**src/rtl/spart_pkg.sv**
```systemverilog
// rtl/spart_pkg.sv - shared types and constants for the SPART receive path
package spart_pkg;

  typedef enum logic [2:0] {
    IDLE,
    START,
    DATA,
    PARITY,
    STOP
  } rx_state_t;

  localparam int OVERSAMPLE_DEF = 16;
  localparam int DATA_BITS_DEF  = 8;
  localparam int SAMPLE_W       = $clog2(OVERSAMPLE_DEF);
  localparam int BITCNT_W       = $clog2(DATA_BITS_DEF + 1);

endpackage

```
**src/rtl/spart_sync2.sv**
```systemverilog
// rtl/spart_sync2.sv - two-flop synchroniser with configurable reset value
module spart_sync2 #(
  parameter logic RESET_VAL = 1'b1
) (
  input  logic clk,
  input  logic rst,
  input  logic d,
  output logic q
);

  logic meta_q, meta_d;
  logic sync_q, sync_d;

  always_comb begin
    meta_d = d;
    sync_d = meta_q;
  end

  always_ff @(posedge clk or posedge rst) begin
    if (rst) begin
      meta_q <= RESET_VAL;
      sync_q <= RESET_VAL;
    end else begin
      meta_q <= meta_d;
      sync_q <= sync_d;
    end
  end

  assign q = sync_q;

endmodule

```
**src/rtl/spart_rx.sv**
```systemverilog
// rtl/spart_rx.sv - SPART receiver, 8N1 by default, 8E1 when SPART_RX_PARITY_EN is defined
module spart_rx
  import spart_pkg::*;
#(
  parameter int DATA_BITS  = DATA_BITS_DEF,
  parameter int OVERSAMPLE = OVERSAMPLE_DEF
) (
  input  logic                 clk,
  input  logic                 rst,
  input  logic                 rx_enable,
  input  logic                 rxd,
  input  logic                 rd_ack,
  output logic [DATA_BITS-1:0] rx_data,
  output logic                 rda,
  output logic                 framing_err,
  output logic                 overrun_err,
  output logic                 parity_err,
  output logic                 busy
);

  localparam int SMP_W = $clog2(OVERSAMPLE);
  localparam int BIT_W = $clog2(DATA_BITS + 1);
  localparam logic [SMP_W-1:0] SMP_LAST = SMP_W'(OVERSAMPLE - 1);
  localparam logic [SMP_W-1:0] SMP_MID  = SMP_W'(OVERSAMPLE / 2 - 1);
  localparam logic [BIT_W-1:0] BIT_LAST = BIT_W'(DATA_BITS - 1);

  logic                 rxd_s;
  rx_state_t            state_q, state_d;
  logic [SMP_W-1:0]     sample_cnt_q, sample_cnt_d;
  logic [BIT_W-1:0]     bit_cnt_q, bit_cnt_d;
  logic [DATA_BITS-1:0] shift_q, shift_d;
  logic [DATA_BITS-1:0] rx_data_q, rx_data_d;
  logic                 rda_q, rda_d;
  logic                 framing_err_q, framing_err_d;
  logic                 overrun_err_q, overrun_err_d;
  logic                 frame_done;

  spart_sync2 #(.RESET_VAL(1'b1)) u_rxd_sync (
    .clk(clk),
    .rst(rst),
    .d  (rxd),
    .q  (rxd_s)
  );

`ifdef SPART_RX_PARITY_EN
  logic parity_bit_q, parity_bit_d;
  logic parity_err_q, parity_err_d;
`endif

  always_comb begin
    state_d      = state_q;
    sample_cnt_d = sample_cnt_q;
    bit_cnt_d    = bit_cnt_q;
    shift_d      = shift_q;
    frame_done   = 1'b0;
`ifdef SPART_RX_PARITY_EN
    parity_bit_d = parity_bit_q;
`endif
    if (rx_enable) begin
      case (state_q)
        IDLE: begin
          if (!rxd_s) begin
            state_d      = START;
            sample_cnt_d = '0;
          end
        end
        START: begin
          if (sample_cnt_q == SMP_MID) begin
            sample_cnt_d = '0;
            bit_cnt_d    = '0;
            state_d      = rxd_s ? IDLE : DATA;
          end else begin
            sample_cnt_d = sample_cnt_q + 1'b1;
          end
        end
        DATA: begin
          // Power-of-two oversample lets the counter wrap on its own.
          sample_cnt_d = sample_cnt_q + 1'b1;
          if (sample_cnt_q == SMP_LAST) begin
            shift_d   = {rxd_s, shift_q[DATA_BITS-1:1]};
            bit_cnt_d = bit_cnt_q + 1'b1;
            if (bit_cnt_q == BIT_LAST) begin
`ifdef SPART_RX_PARITY_EN
              state_d = PARITY;
`else
              state_d = STOP;
`endif
            end
          end
        end
`ifdef SPART_RX_PARITY_EN
        PARITY: begin
          sample_cnt_d = sample_cnt_q + 1'b1;
          if (sample_cnt_q == SMP_LAST) begin
            parity_bit_d = rxd_s;
            state_d      = STOP;
          end
        end
`endif
        STOP: begin
          sample_cnt_d = sample_cnt_q + 1'b1;
          if (sample_cnt_q == SMP_LAST) begin
            frame_done = 1'b1;
            state_d    = IDLE;
          end
        end
        default: state_d = IDLE;
      endcase
    end
  end

  // Frame completion takes priority over a coincident rd_ack.
  always_comb begin
    rx_data_d     = rx_data_q;
    framing_err_d = framing_err_q;
    rda_d         = rda_q & ~rd_ack;
    overrun_err_d = overrun_err_q & ~rd_ack;
`ifdef SPART_RX_PARITY_EN
    parity_err_d  = parity_err_q;
`endif
    if (frame_done) begin
      rx_data_d     = shift_q;
      framing_err_d = ~rxd_s;
      overrun_err_d = overrun_err_q | (rda_q & ~rd_ack);
      rda_d         = 1'b1;
`ifdef SPART_RX_PARITY_EN
      parity_err_d  = (^shift_q) ^ parity_bit_q;
`endif
    end
  end

  always_ff @(posedge clk or posedge rst) begin
    if (rst) begin
      state_q       <= IDLE;
      sample_cnt_q  <= '0;
      bit_cnt_q     <= '0;
      shift_q       <= '0;
      rx_data_q     <= '0;
      rda_q         <= 1'b0;
      framing_err_q <= 1'b0;
      overrun_err_q <= 1'b0;
    end else begin
      state_q       <= state_d;
      sample_cnt_q  <= sample_cnt_d;
      bit_cnt_q     <= bit_cnt_d;
      shift_q       <= shift_d;
      rx_data_q     <= rx_data_d;
      rda_q         <= rda_d;
      framing_err_q <= framing_err_d;
      overrun_err_q <= overrun_err_d;
    end
  end

`ifdef SPART_RX_PARITY_EN
  always_ff @(posedge clk or posedge rst) begin
    if (rst) begin
      parity_bit_q <= 1'b0;
      parity_err_q <= 1'b0;
    end else begin
      parity_bit_q <= parity_bit_d;
      parity_err_q <= parity_err_d;
    end
  end
  assign parity_err = parity_err_q;
`else
  assign parity_err = 1'b0;
`endif

  assign rx_data     = rx_data_q;
  assign rda         = rda_q;
  assign framing_err = framing_err_q;
  assign overrun_err = overrun_err_q;
  assign busy        = (state_q != IDLE);

endmodule
```
**config.mk**
```make
export PLATFORM = sky130hd
export DESIGN_NAME = spart_rx
export DESIGN_NICKNAME = d
export VERILOG_FILES = /design/src/rtl/spart_pkg.sv /design/src/rtl/spart_sync2.sv /design/src/rtl/spart_rx.sv
export SDC_FILE = /design/constraint.sdc
export NUM_CORES = 1
export LEC_CHECK = 0
export BUFFER_PORTS_ARGS = -buffer_cell sky130_fd_sc_hd__buf_2
export CAP_MARGIN = 20
export CORE_ASPECT_RATIO = 1.2
export CORE_MARGIN = 10
export CORE_UTILIZATION = 50
export CTS_CLUSTER_SIZE = 14
export DETAILED_ROUTE_END_ITERATION = 10
export PLACE_DENSITY = 0.75
export SETUP_SLACK_MARGIN = 0.15
export SYNTH_ARGS = -nofsm -noshare
export SYNTH_HDL_FRONTEND = slang
export SYNTH_SLANG_ARGS = --single-unit
```
**constraint.sdc**
```tcl
create_clock -name clk -period 2.1 [get_ports clk]
set_input_delay 0 -clock clk [delete_from_list [all_inputs] [get_ports clk]]
set_output_delay 0 -clock clk [all_outputs]
set_load 0.02 [all_outputs]
```
---- Word level (Yosys, flattened, before mapping) ----
Cells that the tools add are included.
operators by class
  add/subtract/negate cells ............... 2
  reductions and logical operators ........ 9
  mux-type cells .......................... 18
  bitwise gates (word level) .............. 5
  equality and inequality tests ........... 11
operators by type and width
  cell                                                 number
  two-way mux 4 bit                                    4
  two-way mux 3 bit                                    5
  one-hot mux 3 bit (4 select lines)                   1
  one-hot mux 4 bit (3 select lines)                   1
  != test 2 bit, second input constant                 5
  adder 4 x 1 -> 4 bit, second input constant          2
  equality test 4 x 3 -> 1 bit, second input constant  2
  one-hot mux 4 bit (2 select lines)                   1
  AND reduction 3 bit                                  2
  AND reduction 6 bit                                  1
  nonzero test 3 bit                                   2
  two-way mux 1 bit                                    5
  equality test 4 bit, second input constant           1
  AND reduction 4 bit                                  1
  equality test 3 x 1 -> 1 bit, second input constant  1
  equality test 3 x 2 -> 1 bit, second input constant  1
  equality test 3 bit, second input constant           1
  logical NOT 3 bit                                    1
  bitwise AND 1 bit                                    2
  two-way mux 2 bit                                    1
  NOT 1 bit                                            2
  nonzero test 2 bit                                   1
  OR reduction 2 bit                                   1
  OR 1 bit                                             1
storage, ports and cells
  register bits ........................... 32
  output and inout port bits .............. 13
  input port bits ......................... 5

---- Longest topological paths before layout ----
Gate-level depths: netlist of the first run.
  depth in word-level cells ............... 5
  mapped depth ............................ 6

---- By module ----
From an unflattened synthesis of the first run, not the netlist that was laid out.
second synthesis, totals
  cells, all modules ...................... 126
  area, all modules ....................... 1460.2 um^2
modules (own cells, without submodules)
  module       sequential area each (um^2)  area each (um^2)  cells an instance  times used
  spart_rx     750.7                        1403.8            123                1
  spart_sync2  52.6                         56.3              3                  1

---- Worst setup path before layout of the first run ----
No wires, ideal clock.
  kind .................................... reg2reg
  start ................................... register sample_cnt_q[0]
  end ..................................... register rx_data_q[0] (netlist: rx_data[0])
  arrival time ............................ 1.390 ns
  setup time .............................. 0.125 ns
  required time ........................... 1.975 ns
  setup slack ............................. 0.585 ns
  stages on the path, launching flop included .. 6
  path buffers ............................ 1
  path through ............................ dfrtp_1 ha_1 and4_4 nand3_4 buf_6 mux2_4
between the ends
  word-level cells in the longest chain between the ends .. 4
ends and longest elaborated chain
  what                      RTL line         text
  start: declaration        spart_rx.sv:29   logic [SMP_W-1:0] sample_cnt_q, sample_cnt_d;
  start signal: assignment  spart_rx.sv:144  sample_cnt_q <= sample_cnt_d;
  equality test 4 bit       spart_rx.sv:102  if (sample_cnt_q == SMP_LAST) begin
  two-way mux 1 bit         spart_rx.sv:102
  two-way mux 1 bit         spart_rx.sv:60   case (state_q)
  two-way mux 1 bit         spart_rx.sv:59   if (rx_enable) begin
  end signal: assignment    spart_rx.sv:147  rx_data_q <= rx_data_d;
  end: declaration          spart_rx.sv:32   logic [DATA_BITS-1:0] rx_data_q, rx_data_d;
Every way passes these cells.
A chain may end at the register's enable or synchronous reset.

---- Final worst setup path of the first run ----
  start ................................... register sample_cnt_q[0]
  end ..................................... register rx_data_q[7] (netlist: rx_data[7])
Same word-level chain as after synthesis.

==> flow_metrics.env, run 1 <==
export IMPL_status="finished clean"
export IMPL_setup_viol=0
export IMPL_synth_ff_type="dfrtp_1"
export IMPL_post_cts_buffers=0
export IMPL_fmaxAchievable_mhz=614
export IMPL_htree_levels=2
export IMPL_clock_skew_ps=15.1
export IMPL_min_path_type="in -> async"
export IMPL_synth_area_leaders="dfrtp_1 (49%), nand2_1 (9.0%), mux2_4 (4.9%), dfstp_2 (3.4%), o21ai_1 (2.6%)"
export IMPL_finalHoldViolations=0
export IMPL_grt_max_degree=23
export IMPL_antenna_cells=0
export IMPL_vdd_drop_max_uv=750
export IMPL_grt_pass1_vias=1061
export IMPL_tns_ps=0
export IMPL_viasPerCell=5.39
export IMPL_synth_seq_cells=32
export IMPL_antenna_left=0
export IMPL_synth_edf_count=0
export IMPL_final_cells=198
export IMPL_post_cts_resize_count=0
export IMPL_dr_max_layer_used="met4"
export IMPL_final_util_pct=61.0
export IMPL_grt_pass1_wl_mm=4.88
export IMPL_num_rows=21
export IMPL_reg2reg_slack_ps=470
export IMPL_holdWs_ps=185
export IMPL_place_ws_ps=449
export IMPL_rsz0062_at_grt="false"
export IMPL_initial_core_util_pct=53.6
export IMPL_cts_tree="built"
export IMPL_path_clk_slew_ps=100
export IMPL_synth_fp_nets=150
export IMPL_wl_met3_microns=155
export IMPL_portBuffers=16
export IMPL_place_inst=186
export IMPL_async_reset_ff_share_pct=100
export IMPL_die_area_sq_um=5700
export IMPL_die_y_microns=80.7
export IMPL_worst_setup_path_type="reg -> reg"
export IMPL_power_leakage_nw=0.878
export IMPL_post_synth_top_count_cell="nand2_1"
export IMPL_fill_cells=231
export IMPL_cts_num_sinks=32
export IMPL_clock_latency_ps=330
export IMPL_syn_area_per_cell_sq_um=10.7
export IMPL_slew_viol_final=0
export IMPL_drtIter0Drc=73
export IMPL_chipWidth_microns=70.6
export IMPL_grt_util_all_layers_pct=10.5
export IMPL_io_pin_count=18
export IMPL_root_buffer="clkbuf_4"
export IMPL_yosysSeqAreaShare_pct=52.3
export IMPL_cts_hold_repair_buffers=4
export IMPL_routedLengthMet1_mm=1.23
export IMPL_wl_per_cell_microns=14.0
export IMPL_syn_to_final_growth_pct=13.8
export IMPL_synth_largest_area_cell="dfrtp_1"
export IMPL_yosysWarningCount=0
export IMPL_syn_cell_area_sq_um=1540
export IMPL_synth_common_cells="nand2_1 (37), dfrtp_1 (30), o21ai_1 (8)"
export IMPL_gp_congestion=0.902
export IMPL_yosysTopAreaCellShare_pct=48.9
export IMPL_ys_types=41
export IMPL_cp_max_fo=13
export IMPL_power_density_nw_per_um2=929
export IMPL_finalCriticalPeriod_ps=1630
export IMPL_drc=0
export IMPL_critPathLaunchType="flop"
export IMPL_vias=1068
export IMPL_setup_ws_ps=472
export IMPL_synth_cells=143
export IMPL_drv_cap=0
export IMPL_cts_buffer_depth=2
export IMPL_period_share_pct=77.5
export IMPL_arrival_ps=1840
export IMPL_overflow=0
export IMPL_met2_length_mm=1.33
export IMPL_layout_drive_gt1_share_pct=25.0
export IMPL_numCtsBuffers=5
export IMPL_nets=170
export IMPL_hpwl_mm=2.03
export IMPL_coreArea_sq_um=2860
export IMPL_routed_wl_mm=2.76
export IMPL_cp_required_ps=2320
export IMPL_first_pass_iters=4
export IMPL_endpoint_kind="flop"
export IMPL_antenna_found_initial=0
final cells by class:
cell class / instances / area [sq um] / area share (%)
Timing Repair Buffer: 21 / 128 / 7.31
Tap cell: 34 / 42.5 / 2.44
Sequential cell: 32 / 803 / 46.0
Multi-Input combinational cell: 100 / 667 / 38.2
Clock inverter: 1 / 30.0 / 1.72
Clock buffer: 7 / 65.1 / 3.72
Inverter: 3 / 11.3 / 0.645
worst paths after layout:
check	startpoint	end	cells after the start
setup / recovery	sample_cnt_q[0]	rx_data[7]	4
hold / removal	rst	rx_data[3]	3
setup reg to reg	sample_cnt_q[0]	rx_data[7]	4
hold reg to reg	u_rxd_sync.meta_q	u_rxd_sync.q	0
max in group asynchronous	rst	u_rxd_sync.q	4
min in group clk	rxd	u_rxd_sync.meta_q	2
kinds of logic after synthesis:
logic type	count (synthesis)	share of synthesized area (%)
XOR/XNOR	1	0.571
other	1	0.244
buffers and inverters	11	4.24
multiplexers	8	7.09
AO/OA/AOI/OAI	26	12.4
AND/OR/NAND/NOR	62	21.5
flip-flops	32	52.3
adder cells (fa/ha/maj)	2	1.63
flip-flops by register name, summed over array words and instances, names as in the netlist, 3 cells and up:
signal,count
shift_q,8
state_q,3
sample_cnt_q,4
rx_data,8
bit_cnt_q,4
cells in the final DEF (no fill, tap or decap), drive strengths merged, types with 3 or more instances in the layout:
cell and instances:
buf 17, clkbuf 7, dfrtp 30, dlygate4sd3 4, inv 3, mux2 8
nand2 38, nand3 3, nor2 3, o21ai 9, o22ai 3, o31ai 3
layer usage:
layer  GRT usage, %  vias to the layer above
met3           4.43                        6
met4           5.23                        0
met1           11.4                      503
met2           17.3                       23
met5              0                        -
li1               -                      536
metrics by stage:
stage / total power [mW] / cell area [sq um]
2_1_floorplan: 1.05 / 1540
3_3_place_gp: 1.10 / 1610
3_5_place_dp: 1.11 / 1610
4_1_cts: 1.64 / 1750
5_1_grt: 1.72 / 1750
6_report: 1.62 / 1750
power by group:
| part | switching, mW | internal [mW] |
|---|---|---|
| Combinational | 0.182 | 0.146 |
| Clock | 0.203 | 0.316 |
| Sequential | 0.102 | 0.674 |
| Total | 0.487 | 1.14 |
critical path, stage by stage, from the launching register on:
cell	delay, ps
dfrtp_1	390
ha_1	270
and4_4	280
nand3_4	190
mux2_1	390
Power figures use the tool's default switching activity.
==> inputs of run 2 (changes only) <==
--- a/config.mk
+++ b/config.mk
@@ -12,7 +12,7 @@
 export CORE_UTILIZATION = 50
 export CTS_CLUSTER_SIZE = 14
 export DETAILED_ROUTE_END_ITERATION = 10
-export PLACE_DENSITY = 0.75
+export PLACE_DENSITY = 0.78
 export SETUP_SLACK_MARGIN = 0.15
 export SYNTH_ARGS = -nofsm -noshare
 export SYNTH_HDL_FRONTEND = slang
==> constraint.sdc (replaced) <==
create_clock -name clk -period 1.35 [get_ports clk]
set_input_delay 0 -clock clk [delete_from_list [all_inputs] [get_ports clk]]
set_output_delay 0 -clock clk [all_outputs]
set_load 0.02 [all_outputs]
==> run 2 against run 1 <==
Net effect:
- the run now ends with negative setup slack left
- via count up 22%
- core utilization grew 17 points
- die area is the same
- power grew 79%
- combinational power grew to 3.7 times the previous value
- non-clock buffer count rose by 34
- global-route usage increased by 3.1 points
- clock-buffer cell count shrank 1
- first-iteration DRC count grew 29%
- critical path type unchanged
- critical endpoint unchanged
- highest routed layer unchanged
==> flow_metrics.env, run 2 (same netlist as run 1, synthesis figures left out) <==
export IMPL_hpwl_mm=2.34
export IMPL_antenna_cells=0
export IMPL_switching_share_pct=35.4
export IMPL_multiInputGateArea_sq_um=883
export IMPL_layout_drive_gt1_share_pct=58.1
export IMPL_finalHoldViolations=0
export IMPL_viasPerCell=5.64
export IMPL_antenna_found_initial=0
export IMPL_layout_commonest_cell="dfrtp_1"
export IMPL_coreArea_sq_um=2860
export IMPL_cts_buffer_depth=2
export IMPL_grt_pass1_wl_mm=6.40
export IMPL_vdd_drop_max_uv=1110
export IMPL_grt_pass1_vias=1297
export IMPL_clock_latency_ps=330
export IMPL_fmaxAchievable_mhz=678
export IMPL_finalCriticalPeriod_ps=1480
export IMPL_die_y_microns=80.7
export IMPL_sequentialPowerShare_pct=40.4
export IMPL_critPathLaunchType="flop"
export IMPL_fill_cells=168
export IMPL_cts_tree="built"
export IMPL_intPower_mw=1.87
export IMPL_path_clk_slew_ps=100
export IMPL_first_pass_iters=4
export IMPL_total_power_mw=2.90
export IMPL_clock_skew_ps=11.3
export IMPL_status="complete, but fails checks"
export IMPL_drv_cap=0
export IMPL_place_inst=204
export IMPL_grt_max_degree=33
export IMPL_cts_num_sinks=32
export IMPL_layout_common_cells="dfrtp_1 (27), buf_4 (24), nand2_1 (21)"
export IMPL_htree_levels=2
export IMPL_wl_per_cell_microns=17.9
export IMPL_overflow=0
export IMPL_slew_viol_final=0
export IMPL_p_comb_share_pct=42.1
export IMPL_chipWidth_microns=70.6
export IMPL_period_share_pct=109
export IMPL_io_pin_count=18
export IMPL_die_area_sq_um=5700
export IMPL_setup_viol=26
export IMPL_min_path_type="in -> reg"
export IMPL_numCtsBuffers=5
export IMPL_num_rows=21
export IMPL_final_cells=232
export IMPL_drc=0
export IMPL_nets=205
export IMPL_power_density_nw_per_um2=1300
export IMPL_place_ws_ps=-185
export IMPL_worst_setup_path_type="reg -> reg"
export IMPL_gp_congestion=0.831
export IMPL_routed_wl_mm=4.14
export IMPL_final_util_pct=77.8
export IMPL_endpoint_kind="flop"
export IMPL_initial_core_util_pct=53.6
export IMPL_antenna_left=0
export IMPL_portBuffers=16
export IMPL_cp_required_ps=1570
export IMPL_rsz0062_at_grt="true"
export IMPL_syn_to_final_growth_pct=45.2
export IMPL_root_buffer="clkbuf_4"
export IMPL_grt_util_all_layers_pct=13.6
export IMPL_setup_ws_ps=-126
export IMPL_p_clk_share_pct=17.5
export IMPL_power_leakage_nw=1.13
export IMPL_arrival_ps=1690
export IMPL_seq_area_sq_um=807
export IMPL_drtIter0Drc=94
export IMPL_violations="negative setup slack"
export IMPL_power_switching_mw=1.03
export IMPL_vias=1308
export IMPL_cp_max_fo=6
[run 2: cell count changes in the layout (fill, tap and decap cells not counted), sizes merged]
| cell | before | now |
|---|---|---|
| clkbuf | 7 | 6 |
| buf | 17 | 52 |
| bufinv | 1 | 0 |
| dlygate4sd3 | 4 | 3 |
| clkinv | 0 | 1 |
| nand3 | 3 | 4 |
[run 2: critical path, cell delays in order, from the launching register on]
cell and delay (ps):
dfrtp_2 470, buf_6 140, nor2_4 160, buf_6 120, nand3_4 140, mux2_4 330
[run 2: final cells by class]
cell class / count / area share [%]
Clock buffer: 6 / 1.85
Clock inverter: 1 / 0.225
Inverter: 3 / 0.618
Multi-Input combinational cell: 101 / 39.6
Sequential cell: 32 / 36.2
Tap cell: 34 / 1.91
Timing Repair Buffer: 55 / 19.5
[run 2: worst paths after layout]
| path | start | endpoint | slack [ps] | depth (start not counted) |
|---|---|---|---|---|
| worst min-delay path | rx_enable | sample_cnt_q[0] | 50 | 3 |
| max in group asynchronous | rst | state_q[0] | 720 | 4 |
| worst max-delay path | state_q[0] | rx_data[7] | -130 | 5 |
| worst max register to register | state_q[0] | rx_data[7] | -130 | 5 |
| worst min register to register | u_rxd_sync.meta_q | u_rxd_sync.q | 360 | 0 |
| min in group asynchronous | rst | rx_data[0] | 290 | 4 |
[run 2: through the flow]
step / hold WS [ps] / instance area [sq um] / setup TNS [ps]
finish: 53.3 / 2230 / -2200
CTS: 26.4 / 2070 / -1300
floorplan: 4.48 / 1560 / -477
global route: 57.4 / 2230 / -3490
global placement: 91.0 / 1770 / -2170
detailed placement: 101 / 1770 / -2980
[run 2: power groups by stage]
stage	clock network, mW	registers (mW)	logic [mW]
CTS	0.512	1.16	1.05
global route	0.548	1.18	1.30
global placement	0	1.18	0.763
finish	0.508	1.17	1.22
detailed placement	0	1.18	0.791
floorplan	0	1.16	0.506
[run 2: timing repair]
item                                    CTS  global route
pin swaps                                23            13
buffers inserted                         10             7
resized for setup                        45            26
endpoints found under the hold margin    33             0
cloned                                    1             0
hold buffers                              3             0
endpoints found under the setup margin   31            31
[run 2: layer usage]
layer	share of wire (%)	routed length, microns	GRT usage (%)
met1	39	1630	15.0
met2	55	2270	24.2
met3	4.0	165	4.80
met4	2.1	85	3.88
met5	0	0	0
==> inputs of run 3 (changes only) <==
--- a/config.mk
+++ b/config.mk
@@ -7,9 +7,11 @@
 export LEC_CHECK = 0
 export BUFFER_PORTS_ARGS = -buffer_cell sky130_fd_sc_hd__buf_2
 export CAP_MARGIN = 20
+export CELL_PAD_IN_SITES_DETAIL_PLACEMENT = 1
+export CELL_PAD_IN_SITES_GLOBAL_PLACEMENT = 2
 export CORE_ASPECT_RATIO = 1.2
 export CORE_MARGIN = 10
-export CORE_UTILIZATION = 50
+export CORE_UTILIZATION = 33
 export CTS_CLUSTER_SIZE = 14
 export DETAILED_ROUTE_END_ITERATION = 10
 export PLACE_DENSITY = 0.78
==> run 3 against run 2 <==
Net effect:
- core utilization decreased by 27 points
- highest routed layer unchanged
- the run still ends with negative setup slack left
- clock-buffer cell count increased by 2
- die area increased by 37%
- largest cell class unchanged
- combinational power about the same
- global-route usage decreased by 2.3 points
==> flow_metrics.env, run 3 (same netlist as run 1, synthesis figures left out) <==
export IMPL_status="complete, but fails checks"
export IMPL_violations="negative setup slack"
export IMPL_num_rows=27
export IMPL_setup_ws_ps=-108
export IMPL_layout_common_cells="dfrtp_1 (27), buf_4 (23), nand2_1 (22)"
export IMPL_drv_cap=0
export IMPL_vias=1275
export IMPL_cpPeakStageDelay_ps=550
export IMPL_endpoint_kind="flop"
export IMPL_min_path_type="in -> reg"
export IMPL_cts_buffer_depth=2
export IMPL_io_pin_count=18
export IMPL_path_clk_slew_ps=60
export IMPL_hpwl_mm=2.70
export IMPL_final_cell_area_sq_um=2310
export IMPL_period_share_pct=108
export IMPL_critPathLaunchType="flop"
export IMPL_rsz0062_at_grt="true"
export IMPL_crit_family="simple AND/OR/NAND/NOR gates"
export IMPL_worst_setup_path_type="reg -> reg"
export IMPL_first_pass_iters=3
export IMPL_slew_viol_final=0
export IMPL_path_cells="or4b_4, nand4_1, buf_4, nand2_2, o21ai_1"
export IMPL_place_inst=233
export IMPL_layout_drive_gt1_share_pct=56.2
export IMPL_vdd_drop_max_uv=777
export IMPL_numCtsBuffers=5
export IMPL_chipWidth_microns=82.3
export IMPL_antenna_left=0
export IMPL_fill_cells=506
export IMPL_power_density_nw_per_um2=1360
export IMPL_holdWs_ps=132
export IMPL_slew_headroom_pct=64.4
export IMPL_fmaxAchievable_mhz=686
export IMPL_multiInputGateArea_sq_um=858
export IMPL_routed_wl_mm=4.12
export IMPL_syn_to_final_growth_pct=50.8
export IMPL_finalHoldViolations=0
export IMPL_nets=207
export IMPL_max_slew_worst_pin_slew_ps=534
export IMPL_arrival_ps=1670
export IMPL_grt_max_degree=22
export IMPL_root_buffer="clkbuf_8"
export IMPL_grt_pass1_vias=1492
export IMPL_grt_pass1_wl_mm=6.81
export IMPL_layout_commonest_cell="dfrtp_1"
export IMPL_cp_max_fo=7
export IMPL_cts_tree="built"
export IMPL_grt_util_all_layers_pct=11.3
export IMPL_tns_ps=-1450
export IMPL_die_y_microns=94.7
export IMPL_antenna_cells=0
export IMPL_clock_skew_ps=1.36
export IMPL_wl_per_cell_microns=15.9
export IMPL_coreArea_sq_um=4560
export IMPL_htree_levels=2
export IMPL_postPlaceCellArea_sq_um=1860
export IMPL_seq_area_sq_um=807
export IMPL_final_cells=259
export IMPL_cp_buffers_inverters=1
export IMPL_cts_num_sinks=32
export IMPL_gp_congestion=0.760
export IMPL_final_util_pct=50.8
export IMPL_power_leakage_nw=1.11
export IMPL_drc=0
export IMPL_antenna_found_initial=0
export IMPL_viasPerCell=4.92
export IMPL_setup_viol=25
export IMPL_overflow=0
export IMPL_finalCriticalPeriod_ps=1460
export IMPL_cp_required_ps=1560
export IMPL_drtIter0Drc=35
export IMPL_portBuffers=16
export IMPL_initial_core_util_pct=33.7
export IMPL_total_power_mw=3.15
export IMPL_place_ws_ps=-147
export IMPL_cpMaxStageDelayCell="or4b_4"
export IMPL_clock_latency_ps=280
export IMPL_die_area_sq_um=7790
-- run 3: layer usage --
layer / vias to the layer above / GRT usage [%] / share of wire, %
li1: 613 / - / -
met1: 636 / 11.6 / 38
met2: 19 / 20.1 / 55
met3: 7 / 3.61 / 4.4
met4: 0 / 5.11 / 2.2
met5: - / 0 / 0
-- run 3: area by class of cell --
| cell class | instances | area share (%) |
|---|---|---|
| clock buffers | 8 | 3.89 |
| inverters | 3 | 0.486 |
| multi-input cells | 101 | 37.1 |
| flip-flops and latches | 32 | 34.9 |
| well taps | 58 | 3.14 |
| repair buffers | 57 | 20.5 |
-- run 3: worst register-to-register path, stage by stage (launching register included) --
cell     delay, ps
dfrtp_2        460
or4b_4         550
nand4_1        140
buf_4          130
nand2_2         40
o21ai_1         60
-- run 3: what timing repair did --
action                                  in CTS  in global routing
endpoints found under the setup margin      31                 31
buffers inserted                             7                  7
hold buffers                                 3                  0
hold endpoints to repair                    11                  0
gates resized for setup                     35                 25
gates cloned                                 1                  0
pin swaps                                   25                 11
-- run 3: path summary, 6_finish.rpt --
| check | slack, ps | start | depth (start not counted) | endpoint |
|---|---|---|---|---|
| hold reg to reg | 360 | u_rxd_sync.meta_q | 0 | u_rxd_sync.q |
| max in group asynchronous | 550 | rst | 4 | state_q[2] |
| setup reg to reg | -110 | state_q[2] | 5 | sample_cnt_q[0] |
| setup / recovery | -110 | state_q[2] | 5 | sample_cnt_q[0] |
| hold / removal | 130 | rx_enable | 3 | sample_cnt_q[2] |
| min in group asynchronous | 300 | rst | 3 | state_q[0] |
-- run 3: power breakdown --
| group | switching (mW) | leakage, nW | internal [mW] |
|---|---|---|---|
| clock network | 0.343 | 0.0455 | 0.415 |
| logic | 0.584 | 0.642 | 0.627 |
| registers | 0.123 | 0.423 | 1.05 |
